===== src/rtl/i2c_master_fsm_if.sv =====
// i2c_master_fsm_if: host request/response and SCL/SDA line bundle.
// master = host side (drives request, line inputs); slave = controller.
interface i2c_master_fsm_if;
  logic       start;
  logic       rw;
  logic [6:0] addr;
  logic [7:0] wdata;
  logic       scl_in;
  logic       sda_in;
  logic       scl_out;
  logic       sda_out;
  logic       busy;
  logic       done;
  logic       nack;
  logic [7:0] rdata;

  modport master (
    output start, rw, addr, wdata,
    output scl_in, sda_in,
    input  scl_out, sda_out,
    input  busy, done, nack, rdata
  );

  modport slave (
    input  start, rw, addr, wdata,
    input  scl_in, sda_in,
    output scl_out, sda_out,
    output busy, done, nack, rdata
  );
endinterface


===== src/rtl/i2c_master_fsm.sv =====
// i2c_master_fsm: single-byte I2C initiator, START/addr/data/STOP.
// Ports: pclk, preset (async high), bus (request, status, SCL/SDA).
module i2c_master_fsm #(
  parameter int CLK_DIV = 4
) (
  input  logic            pclk,
  input  logic            preset,
  i2c_master_fsm_if.slave bus
);
  localparam int DW = $clog2(CLK_DIV);
  localparam logic [DW-1:0] DMAX = DW'(CLK_DIV - 1);

  localparam logic [3:0] S_IDLE  = 4'd0;
  localparam logic [3:0] S_START = 4'd1;
  localparam logic [3:0] S_ADDR  = 4'd2;
  localparam logic [3:0] S_AACK  = 4'd3;
  localparam logic [3:0] S_WRITE = 4'd4;
  localparam logic [3:0] S_WACK  = 4'd5;
  localparam logic [3:0] S_READ  = 4'd6;
  localparam logic [3:0] S_MACK  = 4'd7;
  localparam logic [3:0] S_STOP  = 4'd8;

  logic [3:0]    state;
  logic [3:0]    state_n;
  logic [1:0]    q;
  logic [DW-1:0] div;
  logic [2:0]    bcnt;
  logic [7:0]    shreg;
  logic [7:0]    dreg;
  logic          rw_q;
  logic          ack_q;
  logic          stretch;
  logic          qend;
  logic          bend;
  logic          smp;
  logic          last;
  logic          scl_n;
  logic          sda_n;

  // Slave holding SCL low while we release it freezes Q2.
  assign stretch = (state != S_IDLE) && (q == 2'd2)
                && bus.scl_out && !bus.scl_in;
  assign qend = (state != S_IDLE) && (div == DMAX) && !stretch;
  assign bend = qend && (q == 2'd3);
  assign smp  = qend && (q == 2'd2);
  assign last = (bcnt == 3'd7);

  always_comb begin
    state_n = state;
    unique case (state)
      S_IDLE:  if (bus.start) state_n = S_START;
      S_START: if (bend) state_n = S_ADDR;
      S_ADDR:  if (bend && last) state_n = S_AACK;
      S_AACK:  if (bend) state_n = ack_q ? S_STOP
                                 : (rw_q ? S_READ : S_WRITE);
      S_WRITE: if (bend && last) state_n = S_WACK;
      S_WACK:  if (bend) state_n = S_STOP;
      S_READ:  if (bend && last) state_n = S_MACK;
      S_MACK:  if (bend) state_n = S_STOP;
      S_STOP:  if (bend) state_n = S_IDLE;
      default: state_n = S_IDLE;
    endcase
  end

  always_comb begin
    scl_n = 1'b1;
    sda_n = 1'b1;
    case (state)
      S_IDLE: begin
        scl_n = 1'b1;
        sda_n = 1'b1;
      end
      S_START: begin
        scl_n = 1'b1;
        sda_n = ~q[1];
      end
      S_ADDR: begin
        scl_n = q[1];
        sda_n = shreg[7];
      end
      S_WRITE: begin
        scl_n = q[1];
        sda_n = dreg[7];
      end
      S_STOP: begin
        scl_n = q[1];
        sda_n = (q == 2'd3);
      end
      default: begin
        scl_n = q[1];
        sda_n = 1'b1;
      end
    endcase
  end

  always_ff @(posedge pclk or posedge preset) begin
    if (preset) begin
      state       <= S_IDLE;
      q           <= 2'd0;
      div         <= '0;
      bcnt        <= 3'd0;
      shreg       <= 8'd0;
      dreg        <= 8'd0;
      rw_q        <= 1'b0;
      ack_q       <= 1'b0;
      bus.scl_out <= 1'b1;
      bus.sda_out <= 1'b1;
      bus.busy    <= 1'b0;
      bus.done    <= 1'b0;
      bus.nack    <= 1'b0;
      bus.rdata   <= 8'd0;
    end else begin
      state       <= state_n;
      bus.scl_out <= scl_n;
      bus.sda_out <= sda_n;
      bus.busy    <= (state_n != S_IDLE);
      bus.done    <= (state == S_STOP) && bend;
      if (state == S_IDLE) begin
        div  <= '0;
        q    <= 2'd0;
        bcnt <= 3'd0;
        if (bus.start) begin
          shreg    <= {bus.addr, bus.rw};
          dreg     <= bus.wdata;
          rw_q     <= bus.rw;
          bus.nack <= 1'b0;
        end
      end else begin
        if (stretch || div == DMAX) div <= '0;
        else div <= div + DW'(1);
        if (qend) q <= q + 2'd1;
        // Counter restarts whenever a new state is entered.
        if (bend) bcnt <= (state_n != state) ? 3'd0 : bcnt + 3'd1;
        if (smp) ack_q <= bus.sda_in;
        if (smp && state == S_READ)
          shreg <= {shreg[6:0], bus.sda_in};
        if (bend && state == S_ADDR)
          shreg <= {shreg[6:0], 1'b0};
        if (bend && state == S_WRITE)
          dreg <= {dreg[6:0], 1'b0};
        if (bend && state == S_READ && last)
          bus.rdata <= shreg;
        if (smp && bus.sda_in
            && (state == S_AACK || state == S_WACK))
          bus.nack <= 1'b1;
      end
    end
  end
endmodule


===== src/flat_wrapper.sv =====
// flat-port wrapper written by rule: the top's interface ports become plain ports
module i2c_master_fsm_flat 
#(
  parameter int CLK_DIV = 4
)
  (pclk, preset, bus_start, bus_rw, bus_addr, bus_wdata, bus_scl_in, bus_sda_in, bus_scl_out, bus_sda_out, bus_busy, bus_done, bus_nack, bus_rdata);
  i2c_master_fsm_if bus_i ();
  input  logic pclk;
  input  logic preset;
  input wire logic [$bits(bus_i.start)-1:0] bus_start;
  input wire logic [$bits(bus_i.rw)-1:0] bus_rw;
  input wire logic [$bits(bus_i.addr)-1:0] bus_addr;
  input wire logic [$bits(bus_i.wdata)-1:0] bus_wdata;
  input wire logic [$bits(bus_i.scl_in)-1:0] bus_scl_in;
  input wire logic [$bits(bus_i.sda_in)-1:0] bus_sda_in;
  output wire logic [$bits(bus_i.scl_out)-1:0] bus_scl_out;
  output wire logic [$bits(bus_i.sda_out)-1:0] bus_sda_out;
  output wire logic [$bits(bus_i.busy)-1:0] bus_busy;
  output wire logic [$bits(bus_i.done)-1:0] bus_done;
  output wire logic [$bits(bus_i.nack)-1:0] bus_nack;
  output wire logic [$bits(bus_i.rdata)-1:0] bus_rdata;
  assign bus_i.start = bus_start;
  assign bus_i.rw = bus_rw;
  assign bus_i.addr = bus_addr;
  assign bus_i.wdata = bus_wdata;
  assign bus_i.scl_in = bus_scl_in;
  assign bus_i.sda_in = bus_sda_in;
  assign bus_scl_out = bus_i.scl_out;
  assign bus_sda_out = bus_i.sda_out;
  assign bus_busy = bus_i.busy;
  assign bus_done = bus_i.done;
  assign bus_nack = bus_i.nack;
  assign bus_rdata = bus_i.rdata;
  i2c_master_fsm #(.CLK_DIV(CLK_DIV)) u_core (.pclk(pclk), .preset(preset), .bus(bus_i));
endmodule

===== config.mk =====
export PLATFORM = sky130hd
export DESIGN_NAME = i2c_master_fsm_flat
export DESIGN_NICKNAME = d
export VERILOG_FILES = /design/src/rtl/i2c_master_fsm_if.sv /design/src/rtl/i2c_master_fsm.sv /design/src/flat_wrapper.sv
export SDC_FILE = /design/constraint.sdc
export NUM_CORES = 1
export LEC_CHECK = 0
export CORE_UTILIZATION = 40
export DETAILED_ROUTE_END_ITERATION = 6
export REMOVE_ABC_BUFFERS = 1
export SYNTH_ARGS = -nofsm -noshare
export SYNTH_HDL_FRONTEND = slang
export SYNTH_SLANG_ARGS = --single-unit

===== constraint.sdc =====
create_clock -name pclk -period 2 [get_ports pclk]
set_input_delay 0.3 -clock pclk [delete_from_list [all_inputs] [get_ports pclk]]
set_output_delay 0.3 -clock pclk [all_outputs]
set_load 0.01 [all_outputs]

# [Yosys cells after proc, flatten, opt, wreduce, memory -nomap -nowiden]
# Index checks and enable logic that the tools add are counted.
[totals] output_inout_bits=13 mem_bits_ro=0 latchBits=0 mem_bits_rw=0 word_cells=99 memories=0 reg_bits=42
[op_classes] bitwise_logic=2 n_addsub=3 n_reduce_logical=36 n_eq_ne=14 magnitude_cmp=0 muxes=30 shift=0 div_mod_pow=0 mul=0
[ops] operator="$mux W8" count=7
[ops] operator="$mux W4" count=9
[ops] operator="$pmux W4 S8" count=1
[ops] operator="$eq A4 B3 Y1 const B" count=4
[ops] operator="$logic_and A1 B1 Y1" count=16
[ops] operator="$reduce_and A2 Y1" count=6
[ops] operator="$mux W2" count=5
[ops] operator="$mux W3" count=3
[ops] operator="$eq A4 B2 Y1 const B" count=2
[ops] operator="$reduce_bool A2 Y1" count=4
[ops] operator="$reduce_bool A4 Y1" count=2
[ops] operator="$eq A2 B2 Y1 const B" count=3
[ops] operator="$add A2 B1 Y2 const B" count=2
[ops] operator="$eq A4 B1 Y1 const B" count=1
[ops] operator="$eq A4 B4 Y1 const B" count=1
[ops] operator="$logic_not A4 Y1" count=1
[ops] operator="$mux W1" count=4
[ops] operator="$ne A4 B4 Y1" count=1
[ops] operator="$pmux W1 S4" count=1
[ops] operator="$reduce_or A2 Y1" count=2
[ops] operator="$add A3 B1 Y3 const B" count=1
[ops] operator="$eq A3 B3 Y1 const B" count=1
[ops] operator="$reduce_bool A3 Y1" count=1
[ops] operator="$logic_not A1 Y1" count=2
[ops] operator="other kinds (3)" count=5

# [Logic depth before layout (Yosys ltp)]
# Gate-level depths: netlist of run 1.
[logic_depth] depth_word=14 depth_mapped=7 ltp_nobuf=6

# [Worst setup path after synthesis of run 1]
# Ideal clock, no wire load.
[synth_timing] kind="register to register" from="reg u_core.div[0]" to="reg u_core.bus.busy" stages_incl_launch_ff=6 required_ps=1861 setup_slack_ps=138 synth_period_minus_slack_ps=1862 setup_ps=139 arrival_ps=1723 cell_sequence="dfrtp_1 ha_1 and2_4 and2_4 mux2_2 or4_1"
[synth_between] elab_chain_cells=8 word_cells_on_any_way=14 classes_between="eq/ne (1); mux (8); reduce/logical (5)"
[synth_lines] item="start: declaration" line_no="i2c_master_fsm.sv:26" rtl="logic [DW-1:0] div;"
[synth_lines] item="start signal: assignment" line_no="i2c_master_fsm.sv:130" rtl="else div <= div + DW'(1);"
[synth_lines] item="$eq A2 B2 Y1 *" line_no="i2c_master_fsm.sv:43" rtl="assign qend = (state != S_IDLE) && (div == DMAX) && !stretch;"
[synth_lines] item="$logic_and A1 B1 Y1 * (2 in a row)" line_no="i2c_master_fsm.sv:43"
[synth_lines] item="$logic_and A1 B1 Y1 *" line_no="i2c_master_fsm.sv:44" rtl="assign bend = qend && (q == 2'd3);"
[synth_lines] item="$logic_and A1 B1 Y1" line_no="i2c_master_fsm.sv:53, i2c_master_fsm.sv:56, i2c_master_fsm.sv:58"
[synth_lines] item="$mux W4 (on tied branches)" line_no="i2c_master_fsm.sv:58, i2c_master_fsm.sv:53, i2c_master_fsm.sv:56"
[synth_lines] item="$pmux W4 S8 *" line_no="i2c_master_fsm.sv:50" rtl="unique case (state)"
[synth_lines] item="via u_core.state_n[3]" line_no="i2c_master_fsm.sv:24" rtl="logic [3:0] state_n;"
[synth_lines] item="$reduce_bool A4 Y1 *" line_no="i2c_master_fsm.sv:116" rtl="bus.busy <= (state_n != S_IDLE);"
[synth_lines] item="end signal: assignment" line_no="i2c_master_fsm.sv:116"
[synth_lines] item="end: declaration" line_no="i2c_master_fsm_if.sv:28" rtl="output busy, done, nack, rdata"
# The timed path passes the listed nets; every way through them passes the cells marked *.
# A chain may end at the register's enable or synchronous reset.

# [Worst setup path in the final report of run 1]
[layout_timing] from="reg u_core.state[3]" to="reg u_core.dreg[6]"
[layout_between] elab_chain_cells=10 word_cells_on_any_way=15 classes_between="eq/ne (2); mux (1); reduce/logical (12)"
[layout_lines] item="start: declaration" line_no="i2c_master_fsm.sv:23" rtl="logic [3:0] state;"
[layout_lines] item="start signal: assignment" line_no="i2c_master_fsm.sv:113" rtl="state <= state_n;"
[layout_lines] item="$reduce_bool A4 Y1" line_no="i2c_master_fsm.sv:41, i2c_master_fsm.sv:43"
[layout_lines] item="$logic_and A1 B1 Y1" line_no="i2c_master_fsm.sv:41" rtl="assign stretch = (state != S_IDLE) && (q == 2'd2)"
[layout_lines] item="$logic_and A1 B1 Y1 (2 in a row)" line_no="i2c_master_fsm.sv:42" rtl="&& bus.scl_out && !bus.scl_in;"
[layout_lines] item="$logic_not A1 Y1" line_no="i2c_master_fsm.sv:43"
[layout_lines] item="$logic_and A1 B1 Y1" line_no="i2c_master_fsm.sv:43"
[layout_lines] item="$logic_and A1 B1 Y1" line_no="i2c_master_fsm.sv:44"
[layout_lines] item="$logic_and A1 B1 Y1" line_no="i2c_master_fsm.sv:139" rtl="if (bend && state == S_WRITE)"
[layout_lines] item="$reduce_bool A2 Y1 (no source line)"
[layout_lines] item="$reduce_and A2 Y1 (no source line)"
[layout_lines] item="end signal: assignment" line_no="i2c_master_fsm.sv:124" rtl="dreg <= bus.wdata;"
[layout_lines] item="end signal: assignment" line_no="i2c_master_fsm.sv:140" rtl="dreg <= {dreg[6:0], 1'b0};"
[layout_lines] item="end: declaration" line_no="i2c_master_fsm.sv:29" rtl="logic [7:0] dreg;"
# Several ways; a longest one is shown, not always the timed one.

==> results of run 1 <==
registers in the layout, indices dropped and copies added, names as in the netlist:
signal and flops:
u_core.ack_q 1, u_core.dreg 8, u_core.div 2, u_core.bcnt 3, u_core.q 2, u_core.bus.rdata 8, u_core.bus.done 1, u_core.state 4
u_core.rw_q 1, u_core.bus.nack 1, u_core.shreg 8, u_core.bus.busy 1, u_core.bus.sda_out 1, u_core.bus.scl_out 1
how the worst max path moves through the flow:
stage / from / endpoint / slack (ps) / cells past startpoint
floorplan: u_core.state[2]$_DFF_PP0_ / u_core.shreg[1]$_DFFE_PP0P_ / -270 / 4
CTS: u_core.state[2]$_DFF_PP0_ / u_core.dreg[6]$_DFFE_PP0P_ / 10 / 4
finish: u_core.state[3]$_DFF_PP0_ / u_core.dreg[6]$_DFFE_PP0P_ / 70 / 4
global route: u_core.q[1]$_DFFE_PP0P_ / u_core.bus.busy$_DFF_PP0_ / 20 / 5
detailed placement: bus_scl_in / u_core.bus.busy$_DFF_PP0_ / -70 / 5
global placement: bus_scl_in / u_core.bus.busy$_DFF_PP0_ / -50 / 5
routing by layer:
layer	routed length (µm)	vias up	share of wire, %
met4	116	0	2.5
li1	-	750	-
met5	0	-	0
met2	2330	38	49
met3	163	13	3.5
met1	2110	770	45
stage by stage:
step	std cells	TNS [ps]	setup WS (ps)	total power, µW	utilization (%)
floorplan	167	-3110	-271	2300	-
CTS	302	0	9.82	3580	54.6
global route	302	0	17.9	3810	54.7
finish	302	0	66.1	3550	54.7
global placement	294	-50.8	-50.8	2870	52.6
detailed placement	294	-229	-73.4	2910	52.6
report_power, final:
part	internal, µW	total (µW)	switching (µW)	leakage (µW)
clock	374	650	276	0.0000524
sequential	1130	1360	222	0.000548
combinational	847	1540	698	0.000683
total	2350	3550	1200	0.00128
cell families after synthesis:
family,synth area share [%]
and+or+nand+nor,15.8
muxes,21.2
xor gates and xnor gates,0.809
adders and majority gates,2.89
DFF,48.6
AOI/OAI and AO/OA,7.45
buffers and inverters,3.18
worst min-delay path: stages:
cell and delay [ps]:
clkdlybuf4s50_1 400, inv_1 80, buf_4 270
area by class of cell:
class	instances	area, µm²	area share (%)
multi-input cells	122	1050	37.0
clock buffers	7	76.3	2.70
repair buffers	57	523	18.5
clock inverters	1	30.0	1.06
well taps	70	87.6	3.10
flip-flops and latches	42	1050	37.3
inverters	3	11.3	0.398
synth_stat cells (all sizes together), types with 2 or more instances:
cell,number
o21ai,6
nor2b,3
ha,5
and2,3
mux2,39
dfrtp,40
inv,3
nor2,8
nand2,11
buf,8
a21oi,5
nand3b,2
and3b,2
mux2i,2
dfstp,2
nor4,3
a32o,2
nand3,4
nor4b,3
nand2b,2
o31ai,2
xnor2,2
timing repair:
action,4_1_cts,5_1_grt
hold endpoints to repair,0,0
setup endpoints to repair,0,10
gates resized for setup,0,1
setup buffers,0,0
==> impl_metrics.tcl, run 1 <==
set metrics [dict create \
    status "completed" \
    hpwl_mm 3.63 \
    drv_cap 0 \
    synth_top_area_cell "dfrtp_1" \
    cpMaxStageDelayCell "dfrtp_1" \
    cts_tree "yes" \
    antenna_found_initial 0 \
    fp.dieH_um 75.6 \
    cts_buffer_depth 2 \
    portBuffers 33 \
    die_w_um 75.6 \
    grt_pass1_vias 1649 \
    final_cell_mix "40 x dfrtp_1, 39 x mux2_2, 33 x clkdlybuf4s50_1, 23 x buf_4, 11 x nand2_1" \
    min_period_over_period_pct 96.7 \
    antenna_left 0 \
    die_area_mm2 0.00571 \
    power.density_mw_per_mm2 1260 \
    drive_gt1_share_pct 35.3 \
    cts_max_level 2 \
    cp_common_cell "mux2_2" \
    avgViaCountPerCell 5.20 \
    timing.rr.end "u_core.dreg[6]$_DFFE_PP0P_" \
    cts-root-buf "clkbuf_8" \
    antennaDiodeCount 0 \
    dr.first_iter.drc_count 84 \
    place_area_mm2 0.00272 \
    grt_pass1_wl_mm 7.91 \
    met3_usage_pct 4.23 \
    reg2reg_depth 4 \
    layout.cells.most_common "dfrtp_1" \
    cts.clk_slew.worst_paths_ps 80 \
    critPathMaxFanout 9 \
    synth_area_per_cell_um2 12.3 \
    critical_path_required_ps 2170 \
    worstMarginPinSlew_ps 431 \
    ys.flop_type "dfrtp_1" \
    ios 34 \
    crit-reg2reg-launch "u_core.state[3]$_DFF_PP0_" \
    worstPathArrival_ps 2100 \
    ir_drop_mv 0.533 \
    use_met2_pct 31.2 \
    design_area_mm2 0.00283 \
    timing.critical_path.buf_inv 1 \
    hold_class "in2async" \
    met1_usage_pct 24.2 \
    drtPass1Iterations 4 \
    synth.distinct_cells 49 \
    fillers 453 \
    synth-seq-cells 42 \
    grt_max_degree 24 \
    wl_per_cell_um 15.6 \
    postCtsHoldBufs 0 \
    clock.fmax_mhz 517 \
    fin_crit_ps 1930 \
    placementRows 26 \
    grt_usage_pct 18.9 \
    hold_viol 0 \
    synth-async-reset-ratio_pct 100 \
    startpoint_type "register" \
    area_growth_pct 30.6 \
    cts_buffers 5 \
    crit_type "reg2reg" \
    cpLargestDelayFamily "multiplexers" \
    setup_viol 0 \
    clk_latency_ps 290 \
    grt_overflow 0 \
    initial_core_util_pct 41.9 \
    vias 1571 \
    netlist_area_mm2 0.00217 \
    crit_path_max_incr_delay_ps 480 \
    synth_edf_count 0 \
    synthCells 176 \
    p_leak_uw 0.00128 \
    ys_seq_area_share_pct 48.6 \
    crit_path_end_kind "register" \
    drv_slew 0 \
    hold_ws_ps 378 \
    ys_warn_count 0 \
    synth_area_leaders "dfrtp_1 46%, mux2_2 20%, ha_1 2.9%, dfstp_2 2.4%, nor4_4 2.0%" \
    synth_top_area_share_pct 46.2 \
    drc 0 \
    drt-total-wl_mm 4.72 \
    fin_nets 257 \
    finalWeightedCongestion 0.927 \
    numClockSinks 42 \
    slew_headroom_pct 71.1 \
    rsz0062_at_grt "no" \
    top_usage_layer "met2" \
    core_mm2 0.00517 \
    fin_skew_ps 4.33 \
    r2r_setup_slack_ps 70 \
    cp_cell_sequence "nor4_4 -> buf_4 -> mux2_2 -> mux2_2" \
]
(Power assumes the default switching activity.)
==> run 2: changes to the inputs <==
CTS_BUF_LIST = sky130_fd_sc_hd__clkbuf_8 sky130_fd_sc_hd__clkbuf_16   (was not set)
==> run 2 against run 1 <==
- core utilization is the same
- via count unchanged
- clock power down 1%
- critical path depth unchanged
- final cell count stayed put
- count of clock-buffer cells in the layout down 2
- sequential share of layout area unchanged
- sequential power about the same
==> impl_metrics.tcl, run 2 (synthesis results as in run 1) <==
set metrics [dict create \
    critical_path_required_ps 2170 \
    startpoint_type "register" \
    cts_buffer_depth 2 \
    antenna_left 0 \
    finalWeightedCongestion 0.927 \
    cpLargestDelayFamily "multiplexers" \
    cts_setup_buffers 0 \
    layout.cells.most_common "dfrtp_1" \
    drc 0 \
    top_regs "u_core.bus.rdata x8, u_core.dreg x8, u_core.shreg x8" \
    drtPass1Iterations 4 \
    fp.dieH_um 75.6 \
    cpMaxStageDelayCell "dfrtp_1" \
    grt_max_degree 24 \
    initial_core_util_pct 41.9 \
    worstPathArrival_ps 2100 \
    register_area_mm2 0.00105 \
    p_leak_uw 0.00129 \
    final_cell_mix "40 x dfrtp_1, 39 x mux2_2, 33 x clkdlybuf4s50_1, 23 x buf_4, 11 x nand2_1" \
    dr.first_iter.drc_count 84 \
    clk_latency_ps 290 \
    setup_viol 0 \
    cts-root-buf "clkbuf_8" \
    cts_buffers 5 \
    dp.cells 294 \
    hold_class "in2async" \
    ir_drop_mv 0.533 \
    drive_gt1_share_pct 35.3 \
    fin_skew_ps 4.50 \
    hold_viol 0 \
    cp_common_cell "mux2_2" \
    grt_pass1_wl_mm 7.91 \
    critPathMaxFanout 9 \
    antennaDiodeCount 0 \
    area_growth_pct 30.6 \
    grt_usage_pct 18.9 \
    fillers 453 \
    rsz0062_at_grt "no" \
    avgViaCountPerCell 5.20 \
    die_area_mm2 0.00571 \
    drv_cap 0 \
    grt_pass1_vias 1649 \
    core_mm2 0.00517 \
    numClockSinks 42 \
    cp_cell_sequence "nor4_4 -> buf_4 -> mux2_2 -> mux2_2" \
    die_w_um 75.6 \
    final_cells 302 \
    cts.clk_slew.worst_paths_ps 80 \
    crit_path_end_kind "register" \
    cts_max_level 2 \
    clock.fmax_mhz 518 \
    slew_headroom_pct 71.1 \
    drv_slew 0 \
    p_total_uw 3540 \
    fin_crit_ps 1930 \
    multi_input_area_mm2 0.00105 \
    wl_per_cell_um 15.6 \
    timing.critical_path.buf_inv 1 \
    status "completed" \
    hpwl_mm 3.63 \
    crit_type "reg2reg" \
    ios 34 \
    power.density_mw_per_mm2 1250 \
    setup_tns_ps 0 \
    hold_ws_ps 378 \
    crit_path_max_incr_delay_ps 480 \
    worstMarginPinSlew_ps 430 \
    design_area_mm2 0.00283 \
    postCtsHoldBufs 0 \
    placementRows 26 \
    vias 1571 \
    portBuffers 33 \
    cts_resized 0 \
    grt_overflow 0 \
    min_period_over_period_pct 96.5 \
    cts_tree "yes" \
    drt-total-wl_mm 4.72 \
    place_area_mm2 0.00272 \
    fin_nets 257 \
    antenna_found_initial 0 \
]
-- run 2: final cells by class --
cell class | count | share of cell area, %
inverters | 3 | 0.398
multi-input cells | 122 | 37.0
repair buffers | 57 | 18.5
well taps | 70 | 3.10
flip-flops and latches | 42 | 37.3
clock inverters | 3 | 1.33
clock buffers | 5 | 2.43
-- run 2: worst paths after layout --
kind | startpoint | to | slack (ps) | depth (start not counted)
max | u_core.state[3]$_DFF_PP0_ | u_core.dreg[6]$_DFFE_PP0P_ | 70 | 4
min | preset | u_core.bus.rdata[7]$_DFFE_PP0P_ | 380 | 3
max reg2reg | u_core.state[3]$_DFF_PP0_ | u_core.dreg[6]$_DFFE_PP0P_ | 70 | 4
min reg2reg | u_core.div[0]$_DFF_PP0_ | u_core.div[0]$_DFF_PP0_ | 440 | 1
max in group asynchronous | preset | u_core.bus.scl_out$_DFF_PP1_ | 1340 | 3
min in group pclk | u_core.div[0]$_DFF_PP0_ | u_core.div[0]$_DFF_PP0_ | 440 | 1
-- run 2: power by group --
| group | switching [µW] | internal (µW) |
|---|---|---|
| registers | 222 | 1130 |
| clock network | 277 | 363 |
| logic | 698 | 847 |
| total | 1200 | 2340 |
-- run 2: per-stage QoR --
stage / setup WS, ps / util (%)
after floorplan: -271 / -
after global placement: -50.8 / 52.6
after detailed placement: -73.4 / 52.6
after CTS: 9.46 / 54.6
after global routing: 18.0 / 54.7
final: 69.3 / 54.7
-- run 2: per-layer routing --
metal	vias to the layer above	wire, µm	track usage [%]	share of wire (%)
li1	750	-	-	-
met1	770	2110	24.2	45
met2	38	2330	31.2	49
met3	13	163	4.23	3.5
met4	0	116	7.82	2.5
met5	-	0	0	0
-- run 2: worst min-delay path, delay by kind of cell --
family / cells / cell delay [ps]
buffers and inverters: 3 / 750
==> variant 1 (settings of run 2) <==
`CLK_DIV` is set to 4 in 2 places; all go to 2.
--- a/src/rtl/i2c_master_fsm.sv
+++ b/src/rtl/i2c_master_fsm.sv
@@ -2,5 +2,5 @@
 // Ports: pclk, preset (async high), bus (request, status, SCL/SDA).
 module i2c_master_fsm #(
-  parameter int CLK_DIV = 4
+  parameter int CLK_DIV = 2
 ) (
   input  logic            pclk,
--- a/src/flat_wrapper.sv
+++ b/src/flat_wrapper.sv
@@ -2,5 +2,5 @@
 module i2c_master_fsm_flat 
 #(
-  parameter int CLK_DIV = 4
+  parameter int CLK_DIV = 2
 )
   (pclk, preset, bus_start, bus_rw, bus_addr, bus_wdata, bus_scl_in, bus_sda_in, bus_scl_out, bus_sda_out, bus_busy, bus_done, bus_nack, bus_rdata);
Behaviour: not the same (Yosys sat finds a counterexample within 10 cycles, from zero or initial values and one cycle with preset high).
==> variant 1 against run 2 <==
Setup slack improved by 29 ps. Design area is 5.4% lower. Total power fell by 9.4%. Synthesized area is 5.5% lower. Worst hold slack improved by 51 ps. Sequential cell count down 1. Sequential share of layout area grew 1.2 points. Wire length down 14%.
==> variant 1: results <==
{
  "multi_input_gates": 144,
  "use_met3": 0.04527,
  "yosysSeqAreaShare": 0.5024,
  "grt_start_max_net_pins": 42,
  "critPathArrivalTime_ps": 2060,
  "nClkBuffers": 7,
  "dr_wl_met3_um": 137,
  "pre_cts_ws_ps": -127.1,
  "viasPerCell": 4.937,
  "powerClk_w": 0.000586,
  "combPwrFrac": 0.394,
  "dpl.hpwl_um": 2918,
  "wl_met2_um": 1867,
  "final_nets": 273,
  "inverters": 5,
  "grt_util_all_layers": 0.1744,
  "synth_cell_types": 39,
  "wire_per_inst_um": 12.90,
  "layout-drive-gt1-share": 0.2209,
  "outcome": "complete, no violations",
  "synthCells": 200,
  "multi_input_area_um2": 964.7,
  "netSwitchingPower_w": 0.001126,
  "synth_area_leaders": "dfrtp_1 48%, nand2_1 9.7%, mux2_2 7.7%",
  "place_inst": 308,
  "n_all_buffers": 51,
  "clkCellAreaFrac": 0.03787,
  "vdd_ir_drop_max_v": 0.0005423,
  "fillCellCount": 452,
  "grt_pass1_wl_um": 7072,
  "layout.nonclk_buf_frac": 0.1786,
  "vias": 1560
}
-- variant 1: cells by family (layout without fill, tap and decap cells) --
group	after synthesis	in the layout	share of synthesized area
and+or+nand+nor	90	90	0.2139
DFF	41	41	0.5024
muxes	26	26	0.1430
AOI/OAI and AO/OA	22	22	0.06968
buffers and inverters	15	64	0.03790
adders and majority gates	4	4	0.02445
xor gates and xnor gates	2	2	0.008559
-- variant 1: final timing paths --
kind	startpoint	to	slack (ps)	depth (start not counted)
worst max-delay path	u_core.q[1]	u_core.bus.busy	100	6
worst min-delay path	preset	u_core.dreg[3]	430	3
worst max register to register	u_core.q[1]	u_core.bus.busy	100	6
worst min register to register	u_core.bus.rdata[0]	u_core.bus.rdata[0]	480	1
max in group asynchronous	preset	u_core.q[1]	1170	3
min in group pclk	u_core.bus.rdata[0]	u_core.bus.rdata[0]	480	1
-- variant 1: critical path, stage by stage, from the launching register on --
cell     delay, ps
dfrtp_2        460
ha_1           240
and3_1         190
nand2_1         80
nor4_1          50
or2_1          230
or4_4          530
==> variant 2 (config.mk and constraints of run 2) <==
Without the edit above. Make the reset (`preset`) synchronous in one clocked block. Comments in the files are not updated.
--- a/src/rtl/i2c_master_fsm.sv
+++ b/src/rtl/i2c_master_fsm.sv
@@ -94,5 +94,5 @@
   end
 
-  always_ff @(posedge pclk or posedge preset) begin
+  always_ff @(posedge pclk) begin
     if (preset) begin
       state       <= S_IDLE;
Formal check against the unedited RTL: differs if preset is asserted again (counterexample within 4 cycles, from zero or initial values and one cycle with preset high); with preset held inactive, the same outputs for 10 cycles.
==> variant 2 against run 2 <==
Non-clock buffer count down 10. Via count up 9.4%. Setup slack improved by 130 ps. Sequential share of layout area shrank 5.8 points. Synthesized cell count grew 21%. Wire length fell by 3.2%. Sequential cell count did not move. Design area down 5.4%. Synthesized area shrank 3.5%.
Power is not compared: it rests on default switching activity, and its combinational part moved more than twofold at a synthesized area within 25%.
==> variant 2: results <==
{
  "synthCells": 213,
  "wl_um": 4571,
  "synth_fa_ha_area_frac": 0.02992,
  "final_nets": 277,
  "antenna_found_initial": 0,
  "path_max_fanout": 8,
  "grt_start_max_net_pins": 40,
  "clkLatencyLatePin_ps": 300,
  "fin_worst_skew_ps": 9.411,
  "gp_congestion": 0.8365,
  "synth-xor-area-share": 0.008378,
  "maxSlewHeadroom": 0.5923,
  "synth-compound-area-share": 0.1640,
  "outcome": "complete, no violations",
  "grt_util_all_layers": 0.1839,
  "cts_setup_buffers": 0,
  "post_cts_resized": 0,
  "dr.first_iter.drc_count": 76,
  "critPathArrivalTime_ps": 2030,
  "grt_pass1_vias": 1656,
  "synth_area_leaders": "dfxtp_1 40%, mux2i_1 13%, a211oi_2 4.2%",
  "clk_pin_slew_worst_paths_ps": 100,
  "place_inst": 311,
  "cts_hold_buf": 0,
  "yosysSeqAreaShare": 0.4022,
  "synth-main-ff-cell": "dfxtp_1",
  "largestRegisters": "u_core.bus.rdata x8, u_core.dreg x8, u_core.shreg x8",
  "netSwitchingPower_w": 0.0004715,
  "synthArstFlopShare": 0,
  "synth_common_cells": "42 x dfxtp_1, 28 x mux2i_1, 16 x a21oi_1, 15 x nor3_1, 12 x nor2_1",
  "layout-drive-gt1-share": 0.1468,
  "wire_per_inst_um": 14.33,
  "viasPerCell": 5.389,
  "cts-buffers-inserted": 5,
  "grt_pass1_wl_um": 7817,
  "dr.pass1.iters": 4,
  "dpl.hpwl_um": 3157,
  "hold_path_class": "register to register",
  "synthMuxAreaShare": 0.1341,
  "htree_num_levels": 2
}
[variant 2: changes by cell type in the layout (fill, tap and decap cells not counted), sizes merged, moves of 7 or more]
cell | run 2 | this run
dfxtp | 0 | 42
dfrtp | 40 | 0
mux2 | 39 | 0
mux2i | 2 | 28
nor3 | 1 | 17
a21oi | 5 | 16
buf | 24 | 14
a211oi | 0 | 7
a311oi | 1 | 8
[variant 2: final timing paths]
path                             startpoint  cells past startpoint              end  slack (ps)
worst max register to register  u_core.q[1]                      5  u_core.shreg[0]         200
worst max-delay path            u_core.q[1]                      5  u_core.shreg[0]         200
worst min register to register  u_core.rw_q                      2      u_core.rw_q         470
worst min-delay path            u_core.rw_q                      2      u_core.rw_q         470
[variant 2: cell type report]
class                   instances  area [um2]
clock buffers                   5       68.82
clock inverters                 3       48.80
fillers                       486        2205
inverters                       4       15.01
multi-input cells             151        1157
flip-flops and latches         42       840.8
well taps                      67       83.83
repair buffers                 47       460.4
[variant 2: worst max-delay path, stage by stage, from the launching register on]
cell      delay, ps
dfxtp_1         440
ha_1            260
and3b_1         330
nor3_4           70
or2_1           380
a311oi_2        240
[variant 2: power groups by stage]
stage | Combinational (W) | Sequential (W) | Clock (W)
after CTS | 0.000237 | 0.000898 | 0.000736
final | 0.000233 | 0.000898 | 0.000717
after global routing | 0.000256 | 0.000904 | 0.000767
after global placement | 0.000232 | 0.000918 | 0
after floorplan | 0.000128 | 0.000912 | 0
after detailed placement | 0.000235 | 0.000917 | 0
[variant 2: layer usage]
layer  vias up  share of wire  track usage  wire length [um]
li1        869              -            -                 -
met1       800           0.49       0.2467              2241
met2        45           0.45       0.2980              2063
met3         5          0.050      0.03388               228
met4         0         0.0083      0.06289                38
met5         -              0            0                 0
[variant 2: logic make-up after synthesis]
| family | count (synthesis) |
|---|---|
| flops | 42 |
| simple gates | 73 |
| fa+ha+maj | 5 |
| mux | 28 |
| xor+xnor | 2 |
| compound gates | 43 |
| buf+inv | 20 |
[variant 2: metrics by stage]
| step | power (W) | TNS, ps | area, um2 | worst slack, ps | util |
|---|---|---|---|---|---|
| after floorplan | 0.001040 | -18500 | 2004 | -1039 | - |
| after global placement | 0.001150 | 0 | 2557 | 66.11 | 0.5241 |
| after detailed placement | 0.001152 | 0 | 2557 | 33.14 | 0.5241 |
| after CTS | 0.001871 | 0 | 2675 | 192.9 | 0.5482 |
| after global routing | 0.001927 | 0 | 2675 | 65.40 | 0.5482 |
| final | 0.001848 | 0 | 2675 | 195.3 | 0.5482 |
